===== src/rtl/fft_seq_pkg.sv =====
// Shared definitions for the FFT frame sequencer: state encoding and
// default frame/exponent sizes used by the sequencer and its stats block.
package fft_seq_pkg;

    typedef enum logic [1:0] {
        ST_IDLE   = 2'd0,
        ST_STREAM = 2'd1,
        ST_GAP    = 2'd2
    } seq_state_t;

    localparam int SAMPLES_DEF = 8192;
    localparam int EXP_W_DEF   = 6;

endpackage


===== src/rtl/fft_seq_stats.sv =====
// Statistics counters for the FFT frame sequencer.
// frame_count wraps; stall_count saturates at all-ones.
module fft_seq_stats (
    input  logic        fft_clk,
    input  logic        reset_n,
    input  logic        eop_xfer_i,
    input  logic        stall_i,
    output logic [15:0] frame_count_o,
    output logic [15:0] stall_count_o
);

    logic [15:0] frame_q;
    logic [15:0] stall_q;

    // Count completed frames (wrapping) and backpressure cycles (saturating).
    always_ff @(posedge fft_clk) begin
        if (!reset_n) begin
            frame_q <= '0;
            stall_q <= '0;
        end else begin
            if (eop_xfer_i) begin
                frame_q <= frame_q + 16'd1;
            end
            if (stall_i && (stall_q != 16'hFFFF)) begin
                stall_q <= stall_q + 16'd1;
            end
        end
    end

    assign frame_count_o = frame_q;
    assign stall_count_o = stall_q;

endmodule


===== src/rtl/fft_frame_sequencer.sv =====
// Sequences fixed-length frames from a show-ahead FIFO into an Avalon-ST
// FFT sink and captures the FFT block exponent.
// Optional statistics counters are built when FFT_SEQ_STATS_EN is defined;
// otherwise frame_count/stall_count read as zero.
//
// Handshake: a sample transfers on any cycle where sink_valid && sink_ready.
// sink_valid, framing and data hold while sink_ready is low; fifo_rdreq is
// exactly the transfer term so the FIFO pops on the same edge.
module fft_frame_sequencer
    import fft_seq_pkg::*;
#(
    parameter int SAMPLES = SAMPLES_DEF,
    parameter int CNT_W   = 16,
    parameter int DATA_W  = 16,
    parameter int EXP_W   = EXP_W_DEF
) (
    input  logic              fft_clk,
    input  logic              reset_n,
    input  logic              enable,
    input  logic [CNT_W-1:0]  fifo_rdusedw,
    input  logic [DATA_W-1:0] fifo_q,
    output logic              fifo_rdreq,
    input  logic              sink_ready,
    output logic              sink_valid,
    output logic              sink_sop,
    output logic              sink_eop,
    output logic [DATA_W-1:0] sink_real,
    input  logic              source_valid,
    input  logic              source_sop,
    input  logic [EXP_W-1:0]  source_exp,
    output logic [EXP_W-1:0]  exp_out,
    output logic              exp_valid,
    output logic              busy,
    output logic [15:0]       frame_count,
    output logic [15:0]       stall_count,
    output seq_state_t        dbg_state
);

    localparam logic [CNT_W-1:0] SAMPLES_C = CNT_W'(SAMPLES);
    localparam logic [CNT_W-1:0] LAST_C    = CNT_W'(SAMPLES - 1);

    seq_state_t       state_q, state_d;
    logic [CNT_W-1:0] idx_q, idx_d;
    logic [EXP_W-1:0] exp_q;
    logic             exp_valid_q;
    logic             xfer;

    // State and sample index registers.
    always_ff @(posedge fft_clk) begin
        if (!reset_n) begin
            state_q <= ST_IDLE;
            idx_q   <= '0;
        end else begin
            state_q <= state_d;
            idx_q   <= idx_d;
        end
    end

    // Next-state: start only with a whole frame buffered; stream until the
    // last sample transfers, then one GAP cycle back to IDLE.
    always_comb begin
        state_d = state_q;
        idx_d   = idx_q;
        case (state_q)
            ST_IDLE: begin
                if (enable && (fifo_rdusedw >= SAMPLES_C)) begin
                    state_d = ST_STREAM;
                    idx_d   = '0;
                end
            end
            ST_STREAM: begin
                if (xfer) begin
                    if (idx_q == LAST_C) begin
                        state_d = ST_GAP;
                        idx_d   = '0;
                    end else begin
                        idx_d = idx_q + CNT_W'(1);
                    end
                end
            end
            ST_GAP: begin
                state_d = ST_IDLE;
            end
            default: begin
                state_d = ST_IDLE;
                idx_d   = '0;
            end
        endcase
    end

    // Outputs decoded from state and index; data passes straight from FIFO.
    always_comb begin
        sink_valid = (state_q == ST_STREAM);
        sink_sop   = (state_q == ST_STREAM) && (idx_q == '0);
        sink_eop   = (state_q == ST_STREAM) && (idx_q == LAST_C);
        busy       = (state_q == ST_STREAM) || (state_q == ST_GAP);
        xfer       = sink_valid && sink_ready;
        fifo_rdreq = xfer;
        sink_real  = fifo_q;
        dbg_state  = state_q;
    end

    // Exponent capture on source SOP, independent of the sequencer state.
    always_ff @(posedge fft_clk) begin
        if (!reset_n) begin
            exp_q       <= '0;
            exp_valid_q <= 1'b0;
        end else begin
            exp_valid_q <= source_valid && source_sop;
            if (source_valid && source_sop) begin
                exp_q <= source_exp;
            end
        end
    end

    assign exp_out   = exp_q;
    assign exp_valid = exp_valid_q;

`ifdef FFT_SEQ_STATS_EN
    logic eop_xfer;
    logic stall;

    assign eop_xfer = xfer && sink_eop;
    assign stall    = sink_valid && !sink_ready;

    fft_seq_stats u_stats (
        .fft_clk       (fft_clk),
        .reset_n       (reset_n),
        .eop_xfer_i    (eop_xfer),
        .stall_i       (stall),
        .frame_count_o (frame_count),
        .stall_count_o (stall_count)
    );
`else
    assign frame_count = '0;
    assign stall_count = '0;
`endif

endmodule


===== config.mk =====
export PLATFORM = sky130hd
export DESIGN_NAME = fft_frame_sequencer
export DESIGN_NICKNAME = d
export VERILOG_FILES = /design/src/rtl/fft_seq_pkg.sv /design/src/rtl/fft_seq_stats.sv /design/src/rtl/fft_frame_sequencer.sv
export SDC_FILE = /design/constraint.sdc
export NUM_CORES = 1
export LEC_CHECK = 0
export ABC_AREA = 1
export CAP_MARGIN = 10
export CORE_MARGIN = 2
export CORE_UTILIZATION = 38
export DETAILED_ROUTE_END_ITERATION = 8
export PLACE_DENSITY_LB_ADDON = 0.12
export SLEW_MARGIN = 40
export SYNTH_ARGS = -nofsm -noshare
export SYNTH_HDL_FRONTEND = slang
export SYNTH_SLANG_ARGS = --single-unit

===== constraint.sdc =====
create_clock -name fft_clk -period 1.9 [get_ports fft_clk]
set_input_delay 0.57 -clock fft_clk [delete_from_list [all_inputs] [get_ports fft_clk]]
set_output_delay 0.57 -clock fft_clk [all_outputs]
set_load 0.01 [all_outputs]

# Yosys cells after proc, flatten, opt, wreduce, memory -nomap -nowiden
# Index checks and enable logic that the tools add are counted.
op_classes:
  n_addsub: 1
  n_lt_le_gt_ge: 1
  n_eq_ne: 6
  muxes: 8
  n_bitwise: 1
  n_reduce_logical: 10
op_table:
  columns: ["op", "count"]
  rows:
  - ["2-to-1 mux 16 bit", 3]
  - ["one-hot mux 16 bit (3 select lines)", 1]
  - ["adder 16 x 1 -> 16 bit (second input constant)", 1]
  - ["equality test 16 x 13 -> 1 bit (second input constant)", 1]
  - ["greater-or-equal comparator 16 x 14 -> 1 bit (second input constant)", 1]
  - ["logical NOT 16 bit", 1]
  - ["2-to-1 mux 2 bit", 3]
  - ["AND reduction 3 bit", 2]
  - ["logical AND 1 bit", 5]
  - ["inequality test 2 bit (second input constant)", 2]
  - ["one-hot mux 2 bit (2 select lines)", 1]
  - ["equality test 2 x 1 -> 1 bit (second input constant)", 1]
  - ["equality test 2 bit (second input constant)", 1]
  - ["logical NOT 2 bit", 1]
  - ["inequality test 2 x 1 -> 1 bit (second input constant)", 1]
  - ["logical OR 1 bit", 1]
  - ["NOT 1 bit", 1]
word_totals:
  ff_bits: 25
  inputBits: 44
  out_inout_bits: 62
  wordCells: 31

# Longest topological paths before layout
# Gate-level depths: netlist of run 1.
depth:
  depth_word: 4
  depth_mapped: 11
  ltp_nobuf: 10

# Least setup slack after synthesis of run 1
# No wires, ideal clock.
synth_path:
  path_type: "register to output"
  start: "reg state_q[0] (netlist: dbg_state[0])"
  end: "out sink_sop"
  t_arrival_ps: 1414
  required_ps: 1330
  path_slack_ps: -84
  stages_incl_launch_ff: 6
  path_buffers: 0
  path_cell_list: "dfxtp_1 > ha_1 > inv_2 > nor4_1 > nand3_1 > nor3_1"
synth_via:
  elab_chain_len: 2
synth_lines:
  columns: ["element", "line", "rtl"]
  rows:
  - ["start, declared", "fft_frame_sequencer.sv:42", "seq_state_t state_q, state_d;"]
  - ["start signal, assigned", "fft_frame_sequencer.sv:54", "state_q <= state_d;"]
  - ["equality test 2 x 1 -> 1 bit", null, null]
  - ["via sink_valid", "fft_frame_sequencer.sv:24", "output logic sink_valid,"]
  - ["logical AND 1 bit", "fft_frame_sequencer.sv:94", "sink_sop = (state_q == ST_STREAM) && (idx_q == '0);"]
  - ["end, declared", "fft_frame_sequencer.sv:25", "output logic sink_sop,"]
# The timed path passes the listed nets, and every way through them passes these cells.

# Worst setup path after layout of run 1
layout_path:
  start: "reg state_q[1] (netlist: dbg_state[1])"
  end: "out sink_sop"
layout_via:
  elab_chain_len: 2
layout_lines:
  columns: ["element", "line"]
  rows:
  - ["equality test 2 x 1 -> 1 bit", "fft_frame_sequencer.sv:94"]
  - ["logical AND 1 bit", "fft_frame_sequencer.sv:94"]
# No other way between the ends.

==> results of run 1 <==
worst max path at each step:
stage,from,to,slack [ns],depth (start not counted)
2_1_floorplan,dbg_state[0]$_SDFFE_PN0P_,sink_sop,0.06,5
3_3_place_gp,dbg_state[1]$_SDFFE_PN0P_,sink_sop,-0.39,7
3_5_place_dp,dbg_state[1]$_SDFFE_PN0P_,sink_sop,-0.40,7
4_1_cts,dbg_state[1]$_SDFFE_PN0P_,sink_sop,-0.21,7
5_1_grt,dbg_state[1]$_SDFFE_PN0P_,sink_sop,-0.24,7
6_report,dbg_state[1]$_SDFFE_PN0P_,sink_sop,-0.12,7
kinds of logic (layout without fill, tap and decap cells):
family | after synthesis | in the layout | synth area share, %
AOI/OAI and AO/OA | 20 | 20 | 5.991
xor gates and xnor gates | 4 | 4 | 1.929
buffers and inverters | 76 | 93 | 26.93
DFF | 25 | 25 | 27.55
adders and majority gates | 5 | 5 | 3.444
other | 1 | 32 | 0.2064
and+or+nand+nor | 141 | 141 | 33.95
per-layer routing:
metal  share of wire, %  routed length [um]  track usage, %  vias up
met5                  0                   0               0        -
met4                1.7                  65           5.350        0
met3                5.2                 206           2.624        8
met2                 44                1748           25.73       41
met1                 49                1919           21.50      688
li1                   -                   -               -      860
metrics by stage:
stage / utilization, % / total power, mW / area (sq um) / hold WS, ns
2_1_floorplan: - / 0.9214 / 1941 / 0.4916
5_1_grt: 48.54 / 1.414 / 2262 / 0.5327
6_report: 48.54 / 1.321 / 2262 / 0.4901
3_3_place_gp: 45.37 / 1.016 / 2115 / 0.4682
3_5_place_dp: 45.37 / 1.017 / 2115 / 0.4770
4_1_cts: 47.84 / 1.344 / 2230 / 0.4956
sequential cells by signal, indices dropped and copies added, names as in the netlist:
name / cells
dbg_state: 2
exp_out: 6
exp_valid: 1
idx_q: 16
placed cells by master (no fill, tap or decap), types with 3 or more instances in the layout:
master and count:
dfxtp_2 5, nand2_1 61, dfxtp_4 3, nand2_2 3, a21oi_1 7, xor2_1 3
o21ai_0 10, nor2_2 3, nand4_1 3, buf_4 37, buf_2 3, clkdlybuf4s50_1 23
nor2_1 44, clkbuf_8 3, ha_1 3, dfxtp_1 17, inv_1 21, inv_2 3
nand3_1 15, conb_1 32
power by group:
group / switching [mW] / internal (mW) / total, mW
sequential: 0.0188 / 0.546 / 0.565
clock: 0.172 / 0.147 / 0.319
combinational: 0.251 / 0.186 / 0.437
worst max-delay path, cell delays in order (launching register included):
cell and delay (ns):
dfxtp_2 0.33, inv_2 0.07, ha_4 0.13, inv_2 0.05, nor4_4 0.15, nand3_1 0.12, nor3_2 0.18, buf_2 0.15
layout make-up:
cell class | instances | area [sq um] | area share [%]
Multi-Input combinational cell | 202 | 1003 | 44.36
Timing Repair Buffer | 65 | 536.8 | 23.73
Sequential cell | 25 | 518.0 | 22.90
Inverter | 24 | 90.09 | 3.982
Tap cell | 54 | 67.56 | 2.987
Clock buffer | 3 | 41.29 | 1.825
Clock inverter | 1 | 5.005 | 0.2212
what timing repair did:
item | in CTS | in global routing
setup endpoints to repair | 5 | 5
setup buffers | 5 | 2
gates resized for setup | 28 | 10
pin swaps | 1 | 5
==> summary.md, run 1 <==
| Metric | Value |
|---|---|
| Final GP Congestion | 0.7650 |
| Dominant synthesized flop cell | dfxtp_1 |
| Endpoint, Worst Hold | exp_out[5]$_SDFFE_PN0P_ |
| Leak Pwr | 1.013 nW |
| EDFF count, synth | 0 |
| Top-count cell post-synth | nand2_1 |
| Vias | 1597 |
| Mapped Cells | 272 |
| Final setup viols | 3 |
| Root Buffer | clkbuf_8 |
| Maximum fanout along the worst path | 2 |
| Synth area leader | dfxtp_1 |
| GRT Total Usage | 15.94% |
| Dominant cells by area after synthesis | dfxtp_1 (28%), buf_4 (20%), nand2_1 (13%), nor2_1 (9.5%), inv_1 (4.8%) |
| RR Startpoint | idx_q[0]$_SDFFE_PN0P_ |
| Crit end category | primary output |
| Chip Width | 73.15 um |
| Post-route worst setup slack | -0.1169 ns |
| FFs w/ async S/R, synth | 0% |
| Clock sinks | 25 |
| WL final | 3939 um |
| Worst-path clk slew | 0.08 ns |
| Synthesis-to-layout area growth | 24.52% |
| Ports | 106 |
| Hold Path Depth | 2 |
| Initial antenna violation count | 0 |
| Grt ovf | 0 |
| Pre-CTS setup slack | -0.4005 ns |
| Min-delay src | exp_out[5]$_SDFFE_PN0P_ |
| Placed Cells | 363 |
| Final period util | 106.2% |
| Htree depth | 1 |
| Maximum VDD drop | 0.0003041 V |
| First-pass GRT wire length | 6686 um |
| Die height | 73.15 um |
| Yosys top cell area share | 27.55% |
| Drt wl/cell | 10.53 um |
| Vias in the first global route | 1459 |
| I/O Buffers | 28 |
| TritonCTS clock tree | done |
| Final TNS setup | -0.1323 ns |
| Largest net degree at the start of global routing | 19 |
| Max Cap Viol | 0 |
| Synth unique cells | 27 |
| Antenna cells | 0 |
| Core Region | 4661 sq um |
| Seq cells post-synth | 25 |
| # hold bufs at CTS | 0 |
| Failing checks | setup timing |
| Fin cells | 374 |
| Syn Area/Cell | 6.679 sq um |
| Proportion of layout cells with a drive suffix above 1 | 22.81% |
| DIE AREA | 5350 sq um |
| CTS buffer count | 3 |
| Dpl hpwl | 2963 um |
| Worst EP required | 1.33 ns |
| FF-to-FF End | idx_q[12]$_SDFFE_PN0P_ |
| Mapped Area | 1817 sq um |
| Max Transition Viols Final | 0 |
| Cell Rows | 25 |
| Critical Path Start Type | flip-flop |
| Clk Latency, worst-skew pair | 0.27 ns |
| FILL cells | 489 |
| CTS max path bufs | 2 |
| Post-synthesis sequential area ratio | 27.55% |
| F_max | 495.8 MHz |
| Pre-antenna DRT Iters | 4 |
| Clock Skews | 0.008840 ns |
| R2R Setup Slk | -0.01 ns |
| PwrDens | 584.1 nW/um^2 |
| Synth warn | 0 |
| Initial Util | 38.98% |
| Hold Path Class | flip-flop to flip-flop |
| Worst reg-to-reg path cell count | 13 |
| Residual DRC | 0 |
| DR iter-0 viols | 34 |
| Post-synth top cells | nand2_1 (61), buf_4 (48), nor2_1 (46), dfxtp_1 (25), inv_1 (23) |
| Fin nets | 370 |
| Fin crit period | 2.017 ns |
| Via/cell ratio | 4.270 |
| Number of routed nets with antenna violations | 0 |
| Count of final hold-check violations | 0 |
| Status | finished with violations |
| Arrival time worst endpoint | 1.45 ns |
| RSZ-0062 raised after global routing | yes |
| Critical path class | flip-flop to primary output |
(Power assumes the default switching activity.)
==> run 2: changes to the inputs <==
--- a/config.mk
+++ b/config.mk
@@ -15,3 +15,4 @@
 export SYNTH_ARGS = -nofsm -noshare
 export SYNTH_HDL_FRONTEND = slang
 export SYNTH_SLANG_ARGS = --single-unit
+export TNS_END_PERCENT = 30
==> run 2 against run 1 <==
Via count down 1.3%. Register-to-register slack better by 0.32 ns. The flow still finishes with violations (setup timing). Final cell count down 1.6%. Critical path depth unchanged. Largest power group unchanged.
==> summary.md, run 2 (same netlist as run 1, synthesis figures left out) <==
| Metric | Value |
|---|---|
| Final GP Congestion | 0.7650 (unchanged) |
| CP peak stage delay | 0.33 ns (about the same) |
| Most common cell after layout, fill and taps aside | nand2_1 |
| Initial Util | 38.98% (unchanged) |
| Status | finished with violations |
| Critical path class | flip-flop to primary output |
| Maximum VDD drop | 0.0002928 V (-3.7%) |
| Via/cell ratio | 4.283 (+0.29%) |
| Fin crit period | 2.015 ns (-0.002244 ns) |
| Worst-path clk slew | 0.08 ns (about the same) |
| Fin nets | 364 (-1.6%) |
| Crit path cell chain | inv_2, ha_4, inv_2, nor4_4, nand3_1, nor3_2, buf_2 |
| Die height | 73.15 um (unchanged) |
| Critical Path Start Type | flip-flop |
| FILL cells | 484 (-1.0%) |
| Final period util | 106.0% (-0.12 points) |
| Min-delay src | exp_out[5]$_SDFFE_PN0P_ |
| Critical Path End | sink_sop |
| Max reg flops | 16 (unchanged) |
| Clock Skews | 0.009059 ns (+0.0002193 ns) |
| Critical Path Slowest Stage Cell | dfxtp_2 |
| TritonCTS clock tree | done |
| F_max | 496.4 MHz (+0.11%) |
| Clk Latency, worst-skew pair | 0.27 ns (about the same) |
| Initial antenna violation count | 0 (unchanged) |
| Most frequent cells in the layout | nand2_1 (61), nor2_1 (45), conb_1 (32), buf_4 (31), clkdlybuf4s50_1 (23) |
| Dpl hpwl | 2963 um (unchanged) |
| Maximum fanout along the worst path | 2 (unchanged) |
| Final TNS setup | -0.1661 ns (-0.03374 ns) |
| CTS buffer count | 3 (unchanged) |
| Antenna cells | 0 (unchanged) |
| Synthesis-to-layout area growth | 22.18% |
| Worst reg-to-reg path cell count | 12 (-1) |
| Root Buffer | clkbuf_8 |
| Max Transition Viols Final | 0 (unchanged) |
| Count of final hold-check violations | 0 (unchanged) |
| Hold Path Class | flip-flop to flip-flop |
| Htree depth | 1 (unchanged) |
| Design area | 2220 sq um (-1.9%) |
| Placed Cells | 363 (unchanged) |
| R2R Setup Slk | 0.31 ns (+0.32 ns) |
| Failing checks | setup timing |
| Cell Rows | 25 (unchanged) |
| Ports | 106 (unchanged) |
| Clock sinks | 25 (unchanged) |
| Proportion of layout cells with a drive suffix above 1 | 21.66% (-1.2 points) |
| Final setup viols | 2 (-1) |
| GRT Total Usage | 15.40% (-0.54 points) |
| Delay-heaviest family, CP | simple AND/OR/NAND/NOR gates |
| Arrival time worst endpoint | 1.44 ns (about the same) |
| Worst setup path start | dbg_state[1]$_SDFFE_PN0P_ |
| Total power | 1.320 mW (about the same) |
| Pre-antenna DRT Iters | 4 (unchanged) |
| FF-to-FF End | idx_q[9]$_SDFFE_PN0P_ |
| Chip Width | 73.15 um (unchanged) |
| Reg with most FFs | idx_q |
| Worst EP required | 1.33 ns (about the same) |
| RSZ-0062 raised after global routing | yes |
| Post-route worst setup slack | -0.1147 ns (+0.002244 ns) |
| Number of routed nets with antenna violations | 0 (unchanged) |
| Core Region | 4661 sq um (unchanged) |
| WP buf/inv | 3 (unchanged) |
| First-pass GRT wire length | 6472 um (-3.2%) |
| Max Cap Viol | 0 (unchanged) |
| # hold bufs at CTS | 0 (unchanged) |
| CP most frequent cell | inv_2 |
| PwrDens | 594.8 nW/um^2 (+1.8%) |
| DR iter-0 viols | 40 (+18%) |
| Pre-CTS setup slack | -0.4005 ns (unchanged) |
| Crit end category | primary output |
| CP Depth | 7 (unchanged) |
| Vias in the first global route | 1410 (-3.4%) |
| RR Startpoint | dbg_state[1]$_SDFFE_PN0P_ |
| Largest net degree at the start of global routing | 19 (unchanged) |
| Grt ovf | 0 (unchanged) |
| DIE AREA | 5350 sq um (unchanged) |
| I/O Buffers | 28 (unchanged) |
| Residual DRC | 0 (unchanged) |
| Placed Instance Area | 2115 sq um (unchanged) |
| Leak Pwr | 0.9879 nW (-2.5%) |
| Fin cells | 368 (-1.6%) |
| Vias | 1576 (-1.3%) |
| Drt wl/cell | 10.35 um (-1.7%) |
| CTS max path bufs | 2 (unchanged) |
| WL final | 3808 um (-3.3%) |
-- run 2: cell count changes in the layout (fill, tap and decap cells not counted), sizes merged --
| cell | delta |
|---|---|
| buf | -6 |
-- run 2: worst min path at each step --
stage                              end  slack (ns)  depth (start not counted)
5_1_grt        exp_out[5]$_SDFFE_PN0P_        0.53                          2
6_report       exp_out[5]$_SDFFE_PN0P_        0.49                          2
3_5_place_dp   exp_out[2]$_SDFFE_PN0P_        0.48                          2
4_1_cts        exp_out[5]$_SDFFE_PN0P_        0.50                          2
2_1_floorplan   idx_q[13]$_SDFFE_PN0P_        0.49                          3
3_3_place_gp   exp_out[2]$_SDFFE_PN0P_        0.47                          2
-- run 2: worst register-to-register path, delay by kind of cell (launching register included) --
kind	cells	cell delay (ns)
flip-flops	1	0.33
adder cells (fa/ha/maj)	1	0.14
AND/OR/NAND/NOR	7	0.59
buffers and inverters	4	0.46
-- run 2: metrics by stage --
stage               util, %  hold WS, ns
floorplan                 -       0.4916
global placement      45.37       0.4682
detailed placement    45.37       0.4770
CTS                   46.58       0.4956
global route          47.62       0.5327
finish                47.62       0.4901
-- run 2: timing repair --
action                                  4_1_cts  5_1_grt
pin swaps                                     1        4
gates cloned                                  0        0
setup buffers                                 0        1
endpoints found under the setup margin        5        4
resized for setup                            18       20
-- run 2: layout make-up --
cell class / count / area, sq um / area share, %
inverter: 24 / 90.09 / 4.059
tap: 54 / 67.56 / 3.044
multi-input combinational: 202 / 1007 / 45.38
timing repair buffer: 59 / 491.7 / 22.15
clock buffer: 3 / 41.29 / 1.860
sequential: 25 / 516.7 / 23.28
clock inverter: 1 / 5.005 / 0.2255
-- run 2: metal layers --
layer	vias up	GRT usage, %	part of all wire, %
li1	847	-	-
met1	679	21.16	50
met2	42	24.72	44
met3	8	2.072	4.6
met4	0	5.144	1.6
met5	-	0	0
-- run 2: power by group --
| part | switching, mW | internal [mW] |
|---|---|---|
| registers | 0.0187 | 0.548 |
| logic | 0.249 | 0.186 |
| clock network | 0.172 | 0.147 |
